--- src/rtl/match_event_logger.sv ---
// ----------------------------------------------------------------------------
// match_event_logger
//
// Purpose:
//   Sits behind the serial pattern detector. Every qualified serial bit gets
//   an index from a free-running counter. When the detector flags a match on
//   a qualified bit, the index of that bit is pushed into a small show-ahead
//   FIFO for a host to drain. A saturating match counter and a sticky overflow
//   flag report how many matches were seen and whether any were lost.
//
// Parameters:
//   IDX_W  width of the bit index and of each logged entry
//   DEPTH  FIFO entries (power of two, at least 2)
//   CNT_W  width of the saturating match counter
//
// Ports:
//   clk          rising-edge clock shared with the detector
//   rst_n        asynchronous active-low reset
//   bit_valid    qualifies the current serial bit
//   match_in     detector output, only looked at when bit_valid is high
//   clear        synchronous flush of FIFO, index, counter and overflow
//   rd_valid     FIFO head is valid
//   rd_data      bit index held at the FIFO head
//   rd_ready     consumer takes the head when rd_valid and rd_ready are high
//   level        number of entries held
//   match_count  matches seen, saturating at all-ones
//   overflow     sticky flag: a match was dropped because the FIFO was full
// ----------------------------------------------------------------------------
module match_event_logger #(
    parameter int IDX_W = 16,
    parameter int DEPTH = 8,
    parameter int CNT_W = 16,
    localparam int PTR_W = $clog2(DEPTH),
    localparam int LVL_W = $clog2(DEPTH + 1)
) (
    input  logic             clk,
    input  logic             rst_n,
    input  logic             bit_valid,
    input  logic             match_in,
    input  logic             clear,
    output logic             rd_valid,
    output logic [IDX_W-1:0] rd_data,
    input  logic             rd_ready,
    output logic [LVL_W-1:0] level,
    output logic [CNT_W-1:0] match_count,
    output logic             overflow
);

    localparam logic [LVL_W-1:0] LVL_ONE  = LVL_W'(1);
    localparam logic [LVL_W-1:0] LVL_FULL = LVL_W'(DEPTH);
    localparam logic [PTR_W-1:0] PTR_ONE  = PTR_W'(1);
    localparam logic [IDX_W-1:0] IDX_ONE  = IDX_W'(1);
    localparam logic [CNT_W-1:0] CNT_ONE  = CNT_W'(1);

    logic [IDX_W-1:0] mem [DEPTH];
    logic [IDX_W-1:0] bit_idx;
    logic [PTR_W-1:0] wr_ptr;
    logic [PTR_W-1:0] rd_ptr;

    logic             match_ev;
    logic             pop;
    logic             full;
    logic             do_write;
    logic [LVL_W-1:0] remaining;
    logic [LVL_W-1:0] level_next;
    logic [PTR_W-1:0] rd_ptr_next;
    logic [IDX_W-1:0] head_next;

    // Next-state decode for the FIFO. A push into a full FIFO is only
    // accepted when the head leaves in the same cycle, because the popped
    // slot is exactly the one the write pointer points at. The registered
    // head for the next cycle is either the incoming index (when no older
    // entry survives this cycle) or the stored entry at the new read pointer.
    always_comb begin
        match_ev    = bit_valid & match_in;
        pop         = rd_valid & rd_ready;
        full        = (level == LVL_FULL);
        do_write    = match_ev & (~full | pop);
        remaining   = pop ? (level - LVL_ONE) : level;
        level_next  = do_write ? (remaining + LVL_ONE) : remaining;
        rd_ptr_next = pop ? (rd_ptr + PTR_ONE) : rd_ptr;
        head_next   = (remaining == '0) ? bit_idx : mem[rd_ptr_next];
    end

    // Storage array. It carries no reset; validity comes from level and the
    // pointers, so stale contents are never presented to the consumer.
    always_ff @(posedge clk) begin
        if (!clear && do_write) begin
            mem[wr_ptr] <= bit_idx;
        end
    end

    // Control and status registers. clear takes priority over any push or
    // pop in the same cycle. rd_data is only reloaded when there will be an
    // entry to show, so it holds its last value while the FIFO is empty.
    always_ff @(posedge clk or negedge rst_n) begin
        if (!rst_n) begin
            bit_idx     <= '0;
            wr_ptr      <= '0;
            rd_ptr      <= '0;
            level       <= '0;
            rd_valid    <= 1'b0;
            rd_data     <= '0;
            match_count <= '0;
            overflow    <= 1'b0;
        end else if (clear) begin
            bit_idx     <= '0;
            wr_ptr      <= '0;
            rd_ptr      <= '0;
            level       <= '0;
            rd_valid    <= 1'b0;
            match_count <= '0;
            overflow    <= 1'b0;
        end else begin
            if (bit_valid) begin
                bit_idx <= bit_idx + IDX_ONE;
            end
            if (do_write) begin
                wr_ptr <= wr_ptr + PTR_ONE;
            end
            rd_ptr   <= rd_ptr_next;
            level    <= level_next;
            rd_valid <= (level_next != '0);
            if (level_next != '0) begin
                rd_data <= head_next;
            end
            if (match_ev && (match_count != '1)) begin
                match_count <= match_count + CNT_ONE;
            end
            if (match_ev && full && !pop) begin
                overflow <= 1'b1;
            end
        end
    end

endmodule

--- config.mk ---
export PLATFORM = sky130hd
export DESIGN_NAME = match_event_logger
export DESIGN_NICKNAME = d
export VERILOG_FILES = /design/src/rtl/match_event_logger.sv
export SDC_FILE = /design/constraint.sdc
export NUM_CORES = 1
export LEC_CHECK = 0
export BUFFER_PORTS_ARGS = -buffer_cell sky130_fd_sc_hd__buf_4
export CAP_MARGIN = 10
export CORE_ASPECT_RATIO = 0.9
export CORE_MARGIN = 1.5
export CORE_UTILIZATION = 61
export CTS_CLUSTER_SIZE = 10
export DETAILED_ROUTE_END_ITERATION = 10
export MAX_ROUTING_LAYER = met4
export PLACE_DENSITY = 0.88
export SKIP_LAST_GASP = 1
export SLEW_MARGIN = 20
export SYNTH_ARGS = -nofsm -noshare
export SYNTH_HDL_FRONTEND = slang
export SYNTH_SLANG_ARGS = --single-unit
--- constraint.sdc ---
create_clock -name clk -period 5.1 [get_ports clk]
set_input_delay 1.02 -clock clk [delete_from_list [all_inputs] [get_ports clk]]
set_output_delay 1.02 -clock clk [all_outputs]
set_load 0.01 [all_outputs]
# Word level (Yosys, flattened, before mapping)
# Memories as Yosys holds them, arrays and structs flattened.
# Index checks and enable logic that the tools add are counted.
# W data, S select, Z words.
# totals
n_memories	1
word_cells	53
ramBits	128
input_bits	6
output_inout_bits	38
reg_bits	60
romBits	0
latch_bits	0
# memory_table
name	words	width	rd	rd_clocked_by_memory_dff	wr	line	text
mem	8	16	1	0	1	55	logic [IDX_W-1:0] mem [DEPTH];
# classes
n_eq_ne	2
add_sub_neg	6
magnitude_cmp	0
bitwise_logic	6
div_mod_pow	0
shift	0
reduce_logical	13
n_mul	0
muxes	17
# op_table
cell	count
$mux W16	5
$add A16 B1 Y16 const B	2
$ne A16 B16 Y1 const B	1
$mux W3	4
$mux W4	3
$reduce_bool A2 Y1	4
$add A3 B1 Y3 const B	2
$mux W1	5
$add A4 B1 Y4 const B	1
$eq A4 B4 Y1 const B	1
$logic_and A1 B1 Y1	4
$logic_not A4 Y1	1
$reduce_bool A4 Y1	1
$sub A4 B1 Y4 const B	1
$and A1 B1 Y1	3
$logic_not A1 Y1	2
$not A1 Y1	2
$reduce_and A2 Y1	1
$or A1 B1 Y1	1

# Longest topological paths before layout
# Gate-level depths: netlist (run 1).
# logic_depth
word_depth	7
depth_mapped	11
ltp_nobuf	10

# Worst setup path before layout (run 1)
# No wires, ideal clock.
# synth_path
path_type	input port to flip-flop
start	input bit_valid
end	memory mem[5][0] (enable)
path_buffers	2
cell_stages	6
t_arrival_ns	3.663
slack_ns	1.001
setup_ns	0.436
t_required_ns	4.664
path_cell_list	clkbuf_2 nand2_1 clkbuf_1 a21oi_1 nand2_1 nor4b_1
# synth_via
elab_chain_len	5
# synth_rtl
item	line	text
start, declared	38	input logic bit_valid,
$and A1 B1 Y1	75	match_ev = bit_valid & match_in;
$and A1 B1 Y1	78	do_write = match_ev & (~full | pop);
$logic_and A1 B1 Y1	88	if (!clear && do_write) begin
$mux W1	88	
$mux W1 (implied by the code)	89	mem[wr_ptr] <= bit_idx;
end, declared	55	
# Every way passes these cells.

# Final worst setup path (run 1)
# layout_path
start	register level[0]
end	register rd_data[5]
# layout_via
elab_chain_len	7
word_cells_on_any_way	12
cone_classes	2 x add/sub; 1 x eq/ne; 3 x mux; 3 x bitwise; 3 x reduce/logical
# layout_rtl
item	line	text
start, declared	44	output logic [LVL_W-1:0] level,
start signal, assigned	122	level <= level_next;
parallel branches: the longest is 7 deep, another holds $sub A4 B1 Y4	-	
end signal, assigned	125	rd_data <= head_next;
end, declared	42	output logic [IDX_W-1:0] rd_data,
# Several ways; the timed one is not identified.
# A chain may end at the register's enable or synchronous reset.

==> run metrics, run 1 <==
Post-DRT Antenna Nets=0; fin nets=675; crit path DAT=3.53 ns; cts repair resizes=0; worst path cell trace=inv_1 > ha_1 > and3b_1 > a21oi_1 > inv_1 > ha_1 > xor2_1 > a221o_1 > o21ai_4 > mux2_2; # diodes=0; register share of total power=0.418; Leakage=0.00378 uW; root buf cell=clkbuf_16; Ports=44; FILL cells=850; Post-synth EDFFs=128; Post-DP HPWL=10,900 um; port buffer count=43; skew final=0.0112 ns; WL per Instance=21.8 um; routed vias/inst=6.45; hold_buf cts=0; most frequent cells in the layout=128 x edfxtp_1, 68 x and3_1, 66 x a211oi_1, 60 x dfrtp_1, 60 x buf_4; Initial Utilization=0.623; CTS tree=built; Crit-path slowest cell=dfrtp_1; most common cell after layout, fill and taps aside=edfxtp_1; RD Place Congestion=0.866; vias in the first global route=5,387; share of flip-flops with an asynchronous set or reset=0.319; area delta synth->final=13.6%; Final Max Tran Viols=0; setup TNS=0 ns; Synth Cell Area=8290 sq um; Cell Int Power=3090 uW; unique cell type count in the Yosys netlist=53; area of the multi-input gates=2750 sq um; sequential area share after synthesis=0.645; maximum clock rate=311 MHz; Setup Viol. Count Final=0; Period minus WS final=3.21 ns; largest net degree at the start of global routing=61; max_cap viols=0; RR Endpoint=rd_data[5]; die boundary height=114 um; Cell Rows=40; CTS buffer count=17; Residual DRC=0; outcome=complete, no violations; Final Hold Viols=0; Peak VDD IR=319 uV; Post-Place Setup Slack=1.32 ns; Worst setup endpoint=rd_data[5]; WS Path Type=reg -> reg; Die W=126 um; aggregate global routing overflow=0; Hold Crit Depth=2; #FFs+latches synth=188; worst setup path start=level[0]; full die area=14,300 sq um; clk sink count=188; PnR worst setup slack=1.89 ns; worst min-delay path category=reg -> reg; worst-path fanout max=17; DR pass1 iterations=7; CTS max path bufs=2; initial antenna violation count=0; FF-to-FF path depth=10; via count=5,432; Register Area=5350 sq um; Post-Syn Nets=637; H-tree levels=4; critical path capture point type=flip-flop; Gate power share=0.271; PwrDens=462 nW/um^2; switching power=1260 uW; Clk pwr share=0.311; CP max stage delay=0.49 ns; DRT iter0 DRCs=634; first-pass GRT wire length=29,000 um; WL final=18,400 um; Synth Flop Type=edfxtp_1; Post-CTS Setup Repair Bufs=0; type of origin of the critical path=flip-flop; slew margin rel.=0.269; Worst-Margin Slew=1.09 ns; r2r startpoint=level[0]; reg-to-reg slack, setup=1.89 ns; core area=13,300 sq um; switching part of the total=0.290; syn avg cell area=13.3 sq um; Clock Pin Slew Worst Setup and Hold Paths=0.07 ns; GRT Util Overall=0.280; Yosys warnings=0; RSZ-0062 raised after global routing=no; Mapped Cells=623; layout cells sized above 1=0.203; Critical Path RT=5.42 ns; Clock Latency Late Sink=0.44 ns; Tcrit/Tclk final=0.630
-- kinds of logic after synthesis --
kind of cell / share of synthesized area
xor gates and xnor gates: 0.0368
adders and majority gates: 0.0121
AOI/OAI and AO/OA: 0.0905
buffers and inverters: 0.0291
and+or+nand+nor: 0.137
muxes: 0.0499
DFF: 0.645
-- worst min path at each step --
stage               start    endpoint
6_report         overflow    overflow
5_1_grt        rd_data[4]  rd_data[4]
4_1_cts          overflow    overflow
3_5_place_dp   rd_data[4]  rd_data[4]
3_3_place_gp     overflow    overflow
2_1_floorplan    overflow    overflow
-- state kept, by name, summed over array words and instances (netlist names), 3 cells and up --
| name | flops |
|---|---|
| bit_idx | 16 |
| level | 4 |
| match_count | 16 |
| mem | 128 |
| rd_data | 16 |
| rd_ptr | 3 |
| wr_ptr | 3 |
-- final cells by class --
| cell class | instances | area share |
|---|---|---|
| flip-flops and latches | 188 | 0.567 |
| well taps | 168 | 0.0223 |
| clock inverters | 10 | 0.0146 |
| inverters | 7 | 0.00279 |
| repair buffers | 62 | 0.0506 |
| clock buffers | 22 | 0.0503 |
| multi-input cells | 385 | 0.292 |
-- per-stage QoR --
stage          std cells  area [sq um]  total power, uW   util  hold slack (ns)
2_1_floorplan        623          8290             2670      -            0.529
3_3_place_gp         808          8780             2940  0.660            0.489
3_5_place_dp         808          8780             3010  0.660            0.500
4_1_cts              840          9400             4360  0.706            0.513
5_1_grt              842          9420             4510  0.708            0.524
6_report             842          9420             4350  0.708            0.510
-- synthesized netlist by cell type, types with 8 or more instances --
cell / number / area, sq um
edfxtp_1: 128 / 3840
and3_1: 68 / 425
a211oi_1: 66 / 495
dfrtp_1: 60 / 1500
nor2_1: 41 / 154
nand2_1: 25 / 93.8
xor2_1: 25 / 219
mux2_2: 23 / 259
nor4_1: 22 / 138
clkbuf_1: 21 / 78.8
a21oi_1: 14 / 70.1
nand4_1: 11 / 68.8
mux2_4: 9 / 135
nand3_1: 9 / 45.0
buf_2: 8 / 40.0
ha_1: 8 / 100
xnor2_1: 8 / 70.1
-- power by group through the flow --
stage                     clock network, uW  logic, uW  registers, uW
after floorplan                           0        827           1840
after global placement                    0       1110           1840
after detailed placement                  0       1160           1850
after CTS                              1370       1170           1820
after global routing                   1430       1260           1830
final                                  1360       1180           1820
-- layer usage --
layer	share of wire	wire length (um)	global-route usage
met5	0	0	-
met4	0.022	399	0.115
met3	0.068	1240	0.0577
met2	0.50	9200	0.447
met1	0.41	7540	0.356
-- critical path: cells and delay by family (launching register included) --
family,cells,cell delay [ns]
AOI/OAI and AO/OA,3,0.98
xor gates and xnor gates,1,0.17
adders and majority gates,2,0.58
buffers and inverters,2,0.23
DFF,1,0.49
muxes,1,0.41
and+or+nand+nor,1,0.21
Power figures use the tool's default switching activity.
==> run 2, diff against run 1 <==
==> constraint.sdc (replaced) <==
create_clock -name clk -period 3.34 [get_ports clk]
set_input_delay 0.668 -clock clk [delete_from_list [all_inputs] [get_ports clk]]
set_output_delay 0.668 -clock clk [all_outputs]
set_load 0.01 [all_outputs]
==> run 2 against run 1 <==
  * The run now ends with design-rule violations left
  * Largest power group unchanged
  * Largest cell class unchanged
  * Critical path depth did not move
  * Wire length rose by 0.97%
  * Global-route usage rose by 0.23 points
  * Sequential cell count did not move
  * Worst hold slack got worse by 0.18 ns
  * Clock-buffer cell count fell by 1
  * Maximum frequency rose by 3.3%
==> run metrics, run 2 (same netlist as run 1, synthesis figures left out) <==
Post-CTS Setup Repair Bufs=0; met1 usage=0.355; global-route met2 utilization=0.455; port buffer count=43; maximum clock rate=321 MHz; WL per Instance=22.1 um; Clk pwr share=0.294; Post-DRT Antenna Nets=0; Worst-Margin Slew=1.02 ns; worst min-delay path category=in -> async; hold slack final=0.327 ns; most frequent cells in the layout=128 x edfxtp_1, 68 x and3_1, 66 x a211oi_1, 60 x dfrtp_1, 59 x buf_4; DR pass1 iterations=8; via count=5,418; FILL cells=868; Residual DRC=1; CTS tree=built; RSZ-0062 raised after global routing=no; Ports=44; Initial Utilization=0.623; layer with the highest usage=met2; GRT Util Overall=0.282; Clock Latency Late Sink=0.44 ns; WS Path Type=reg -> reg; outcome=finished with violations; area delta synth->final=13.2%; Final Max Tran Viols=0; largest net degree at the start of global routing=61; core area=13,300 sq um; Post-DP HPWL=10,600 um; Largest Register=mem; H-tree levels=4; clk sink count=188; fin nets=673; met3 Use GR=0.0553; max_cap viols=0; switching part of the total=0.302; Leakage=0.00374 uW; Setup Viol. Count Final=0; routed vias/inst=6.45; CTS max path bufs=2; register share of total power=0.426; most common cell after layout, fill and taps aside=edfxtp_1; initial antenna violation count=0; Clock Pin Slew Worst Setup and Hold Paths=0.07 ns; crit path DAT=3.43 ns; Critical Path RT=3.66 ns; PwrDens=693 nW/um^2; slew margin rel.=0.321; aggregate global routing overflow=0; WL final=18,600 um; Post-Place Setup Slack=0.271 ns; Die W=126 um; failing checks=design-rule violations; Peak VDD IR=371 uV; switching power=1960 uW; CTS buffer count=17; Final Hold Viols=0; hold_buf cts=0; DRT iter0 DRCs=682; first-pass GRT wire length=29,300 um; vias in the first global route=5,525; critical path capture point type=flip-flop; cts repair resizes=0; die boundary height=114 um; type of origin of the critical path=flip-flop; # diodes=0; max FFs per register=128; RD Place Congestion=0.839; worst-path fanout max=17; Tcrit/Tclk final=0.931; setup TNS=0 ns; Gate power share=0.280; full die area=14,300 sq um; layout cells sized above 1=0.204; Cell Int Power=4540 uW; skew final=0.0150 ns; root buf cell=clkbuf_16; PnR worst setup slack=0.229 ns; Cell Rows=40; Period minus WS final=3.11 ns
run 2: cell count changes in the layout (fill, tap and decap cells not counted), moves of 2 or more:
| cell | delta |
|---|---|
| inv_6 | +2 |
| nor4_4 | +3 |
| nor3_2 | +2 |
| clkinvlp_4 | +2 |
| nor4_2 | -3 |
| nor3_4 | -2 |
| bufinv_16 | -3 |
run 2: layer usage:
layer,share of wire,wire (um)
met1,0.41,7690
met2,0.50,9260
met3,0.062,1160
met4,0.024,440
met5,0,0
run 2: path summary, 6_finish.rpt:
| check | slack, ns | endpoint | cells past startpoint | start |
|---|---|---|---|---|
| min in group clk | 0.50 | overflow | 2 | overflow |
| worst min register to register | 0.50 | overflow | 2 | overflow |
| worst max register to register | 0.23 | rd_data[15] | 10 | level[0] |
| max in group asynchronous | 2.48 | rd_data[2] | 1 | rst_n |
| worst max-delay path | 0.23 | rd_data[15] | 10 | level[0] |
| worst min-delay path | 0.33 | bit_idx[4] | 1 | rst_n |
run 2: area by class of cell:
cell class / count / area, sq um / share of cell area
clock buffers: 21 / 482 / 0.0513
clock inverters: 11 / 81.3 / 0.00867
inverters: 7 / 26.3 / 0.00280
multi-input cells: 385 / 2780 / 0.296
flip-flops and latches: 188 / 5350 / 0.570
well taps: 168 / 210 / 0.0224
repair buffers: 60 / 463 / 0.0493
run 2: critical path: stages, from the launching register on:
cell and delay (ns):
dfrtp_1 0.49, inv_1 0.14, ha_1 0.31, and3b_1 0.19
a21oi_1 0.28, inv_1 0.09, ha_1 0.23, xor2_1 0.16
a221o_1 0.37, o21ai_4 0.31, mux2_2 0.42
run 2: stage by stage:
step | power [uW] | std cells | cell area (sq um) | utilization
floorplan | 4080 | 623 | 8320 | -
global placement | 4520 | 808 | 8820 | 0.663
detailed placement | 4600 | 808 | 8820 | 0.663
CTS | 6490 | 840 | 9380 | 0.705
global route | 6730 | 840 | 9380 | 0.705
finish | 6500 | 840 | 9380 | 0.705
run 2: power by group through the flow:
stage                     registers [uW]  logic [uW]  clock network (uW)
final                               2770        1820                1910
after global routing                2780        1940                2010
after CTS                           2770        1810                1910
after detailed placement            2810        1790                   0
after global placement              2800        1720                   0
after floorplan                     2810        1260                   0
==> run 3, diff against run 2 <==
--- a/config.mk
+++ b/config.mk
@@ -5,6 +5,7 @@
 export SDC_FILE = /design/constraint.sdc
 export NUM_CORES = 1
 export LEC_CHECK = 0
+export ABC_AREA = 1
 export BUFFER_PORTS_ARGS = -buffer_cell sky130_fd_sc_hd__buf_4
 export CAP_MARGIN = 10
 export CORE_ASPECT_RATIO = 0.9
@@ -13,7 +14,7 @@
 export CTS_CLUSTER_SIZE = 10
 export DETAILED_ROUTE_END_ITERATION = 10
 export MAX_ROUTING_LAYER = met4
-export PLACE_DENSITY = 0.88
+export PLACE_DENSITY = 0.87
 export SKIP_LAST_GASP = 1
 export SLEW_MARGIN = 20
 export SYNTH_ARGS = -nofsm -noshare
==> run 3 against run 2 <==
  * First-iteration DRC count increased by 24%
  * Cell area increased by 6.9%
  * The flow now finishes without violations
  * Critical endpoint is now rd_data[4]
  * Sequential share of layout area fell by 3.7 points
==> run metrics, run 3 <==
skew final=0.0137 ns; Final Max Tran Viols=0; WS Path Type=reg -> reg; unique cell type count in the Yosys netlist=37; Post-Place Setup Slack=0.749 ns; Final Hold Viols=0; initial antenna violation count=0; crit path DAT=2.93 ns; Largest Register=mem; max FFs per register=128; hold_buf cts=0; Die W=130 um; layout cells sized above 1=0.114; CTS max path bufs=2; worst-path fanout max=17; Clk pwr share=0.304; aggregate global routing overflow=0; GRT Util Overall=0.307; port buffer count=43; H-tree levels=4; WL per Instance=18.0 um; Post-CTS Setup Repair Bufs=0; RD Place Congestion=0.910; Cell Int Power=4350 uW; Yosys warnings=0; Yosys top cell area share=0.432; area delta synth->final=12.8%; #FFs+latches synth=188; syn avg cell area=9.42 sq um; worst min-delay path category=in -> async; Worst-Margin Slew=0.812 ns; critical path capture point type=flip-flop; CTS buffer count=17; synth cell count leaders=228 x nand2_1, 169 x nand3_1, 139 x inv_1; Synth Flop Type=edfxtp_1; Ports=44; register share of total power=0.409; vias in the first global route=6,706; switching part of the total=0.351; most frequent cells in the layout=227 x nand2_1, 168 x nand3_1, 139 x inv_1, 128 x edfxtp_1, 60 x dfrtp_1; Initial Utilization=0.630; core area=14,100 sq um; reg-to-reg slack, setup=0.74 ns; ranking of synthesized cells by area=edfxtp_1 43%, dfrtp_1 17%, nand2_1 9.6%; Residual DRC=0; clk sink count=188; slew margin rel.=0.459; sequential area share after synthesis=0.601; Post-DP HPWL=13,000 um; maximum clock rate=385 MHz; setup TNS=0 ns; Synth Cell Area=8890 sq um; most common cell after layout, fill and taps aside=nand2_1; root buf cell=clkbuf_16; final core utilization=0.711; largest net degree at the start of global routing=66; Critical Path RT=3.67 ns; most numerous cell in the Yosys netlist=nand2_1; routed vias/inst=5.83; Mapped Cells=943; Leakage=0.00450 uW; cell taking the most area after synthesis=edfxtp_1; full die area=15,300 sq um; FF-to-FF path depth=13; Peak VDD IR=420 uV; fin nets=997; Period minus WS final=2.60 ns; Tcrit/Tclk final=0.778; CTS tree=built; switching power=2350 uW; Post-synth EDFFs=128; DRT iter0 DRCs=843; first-pass GRT wire length=34,300 um; max_cap viols=0; Gate power share=0.287; Pwr Total=6700 uW; PwrDens=668 nW/um^2; Clock Pin Slew Worst Setup and Hold Paths=0.07 ns; type of origin of the critical path=flip-flop; RR Endpoint=rd_data[4]; RSZ-0062 raised after global routing=no; DR pass1 iterations=5; Post-DRT Antenna Nets=0; cts repair resizes=0; via count=6,930; # diodes=0; Post-Syn Nets=957; die boundary height=118 um; FILL cells=956; r2r startpoint=level[0]; outcome=complete, no violations; PnR worst setup slack=0.741 ns; share of flip-flops with an asynchronous set or reset=0.319; Cell Rows=41; WL final=21,400 um; Setup Viol. Count Final=0; Clock Latency Late Sink=0.45 ns
[run 3: changes by cell type in the layout (fill, tap and decap cells not counted), moves of 5 or more]
| cell | before | now |
|---|---|---|
| a211oi_1 | 66 | 0 |
| and3_1 | 68 | 1 |
| inv_1 | 7 | 139 |
| mux2_2 | 23 | 0 |
| mux2_4 | 9 | 0 |
| nand2_1 | 25 | 227 |
| nand3_1 | 9 | 168 |
| nand3b_1 | 3 | 33 |
| nor2_1 | 41 | 46 |
| nor3_1 | 4 | 12 |
| nor4_1 | 19 | 1 |
| o21ai_0 | 4 | 20 |
| xnor2_1 | 8 | 1 |
| xor2_1 | 25 | 4 |
[run 3: per-layer routing]
layer / wire [um] / global-route usage / part of all wire
met2: 10200 / 0.453 / 0.48
met1: 8280 / 0.393 / 0.39
met3: 2040 / 0.0782 / 0.095
met4: 877 / 0.160 / 0.041
met5: 0 / - / 0
[run 3: metrics by stage]
step / instance area [sq um] / hold WS, ns / instances
final: 10000 / 0.302 / 1189
after global routing: 10000 / 0.385 / 1189
after CTS: 10000 / 0.335 / 1189
after detailed placement: 9440 / 0.496 / 1157
after global placement: 9440 / 0.484 / 1157
after floorplan: 8890 / 0.372 / 943
[run 3: area by class of cell]
| cell class | instances | area [sq um] | area share |
|---|---|---|---|
| Clock inverter | 14 | 163 | 0.0162 |
| Clock buffer | 18 | 429 | 0.0428 |
| Tap cell | 193 | 241 | 0.0241 |
| Multi-Input combinational cell | 574 | 2840 | 0.284 |
| Timing Repair Buffer | 59 | 468 | 0.0467 |
| Sequential cell | 188 | 5350 | 0.533 |
| Inverter | 143 | 537 | 0.0535 |
[run 3: cell families after synthesis]
kind of cell | Yosys count | share of synthesized area
AOI/OAI and AO/OA | 45 | 0.0286
adders and majority gates | 8 | 0.0113
xor gates and xnor gates | 7 | 0.00859
DFF | 188 | 0.601
buffers and inverters | 181 | 0.0805
and+or+nand+nor | 514 | 0.270
[run 3: worst max-delay path, cell delays in order (launching register included)]
cell,delay [ns]
dfrtp_1,0.41
inv_1,0.19
ha_1,0.29
o21ai_4,0.21
inv_1,0.07
ha_1,0.28
nand3_1,0.10
nand2_1,0.06
nor2_1,0.11
nand2_1,0.11
nand2_4,0.22
nand2_4,0.21
nand2_1,0.14
nand2_1,0.07
[run 3: worst max path at each step]
stage | slack (ns) | end | depth (start not counted) | from
after detailed placement | 0.75 | rd_data[1] | 14 | rd_ready
final | 0.74 | rd_data[4] | 13 | level[0]
after floorplan | 0.45 | mem[4][0] | 7 | bit_valid
after CTS | 0.79 | rd_data[4] | 13 | level[0]
after global routing | 0.62 | rd_data[4] | 13 | level[0]
after global placement | 0.79 | rd_data[13] | 14 | rd_ready
[run 3: power by group through the flow]
stage | Clock [uW] | Combinational, uW | Sequential (uW)
after CTS | 2050 | 1880 | 2730
after global routing | 2130 | 2100 | 2750
after floorplan | 0 | 1270 | 2770
after global placement | 0 | 1810 | 2780
final | 2030 | 1930 | 2740
after detailed placement | 0 | 1860 | 2780
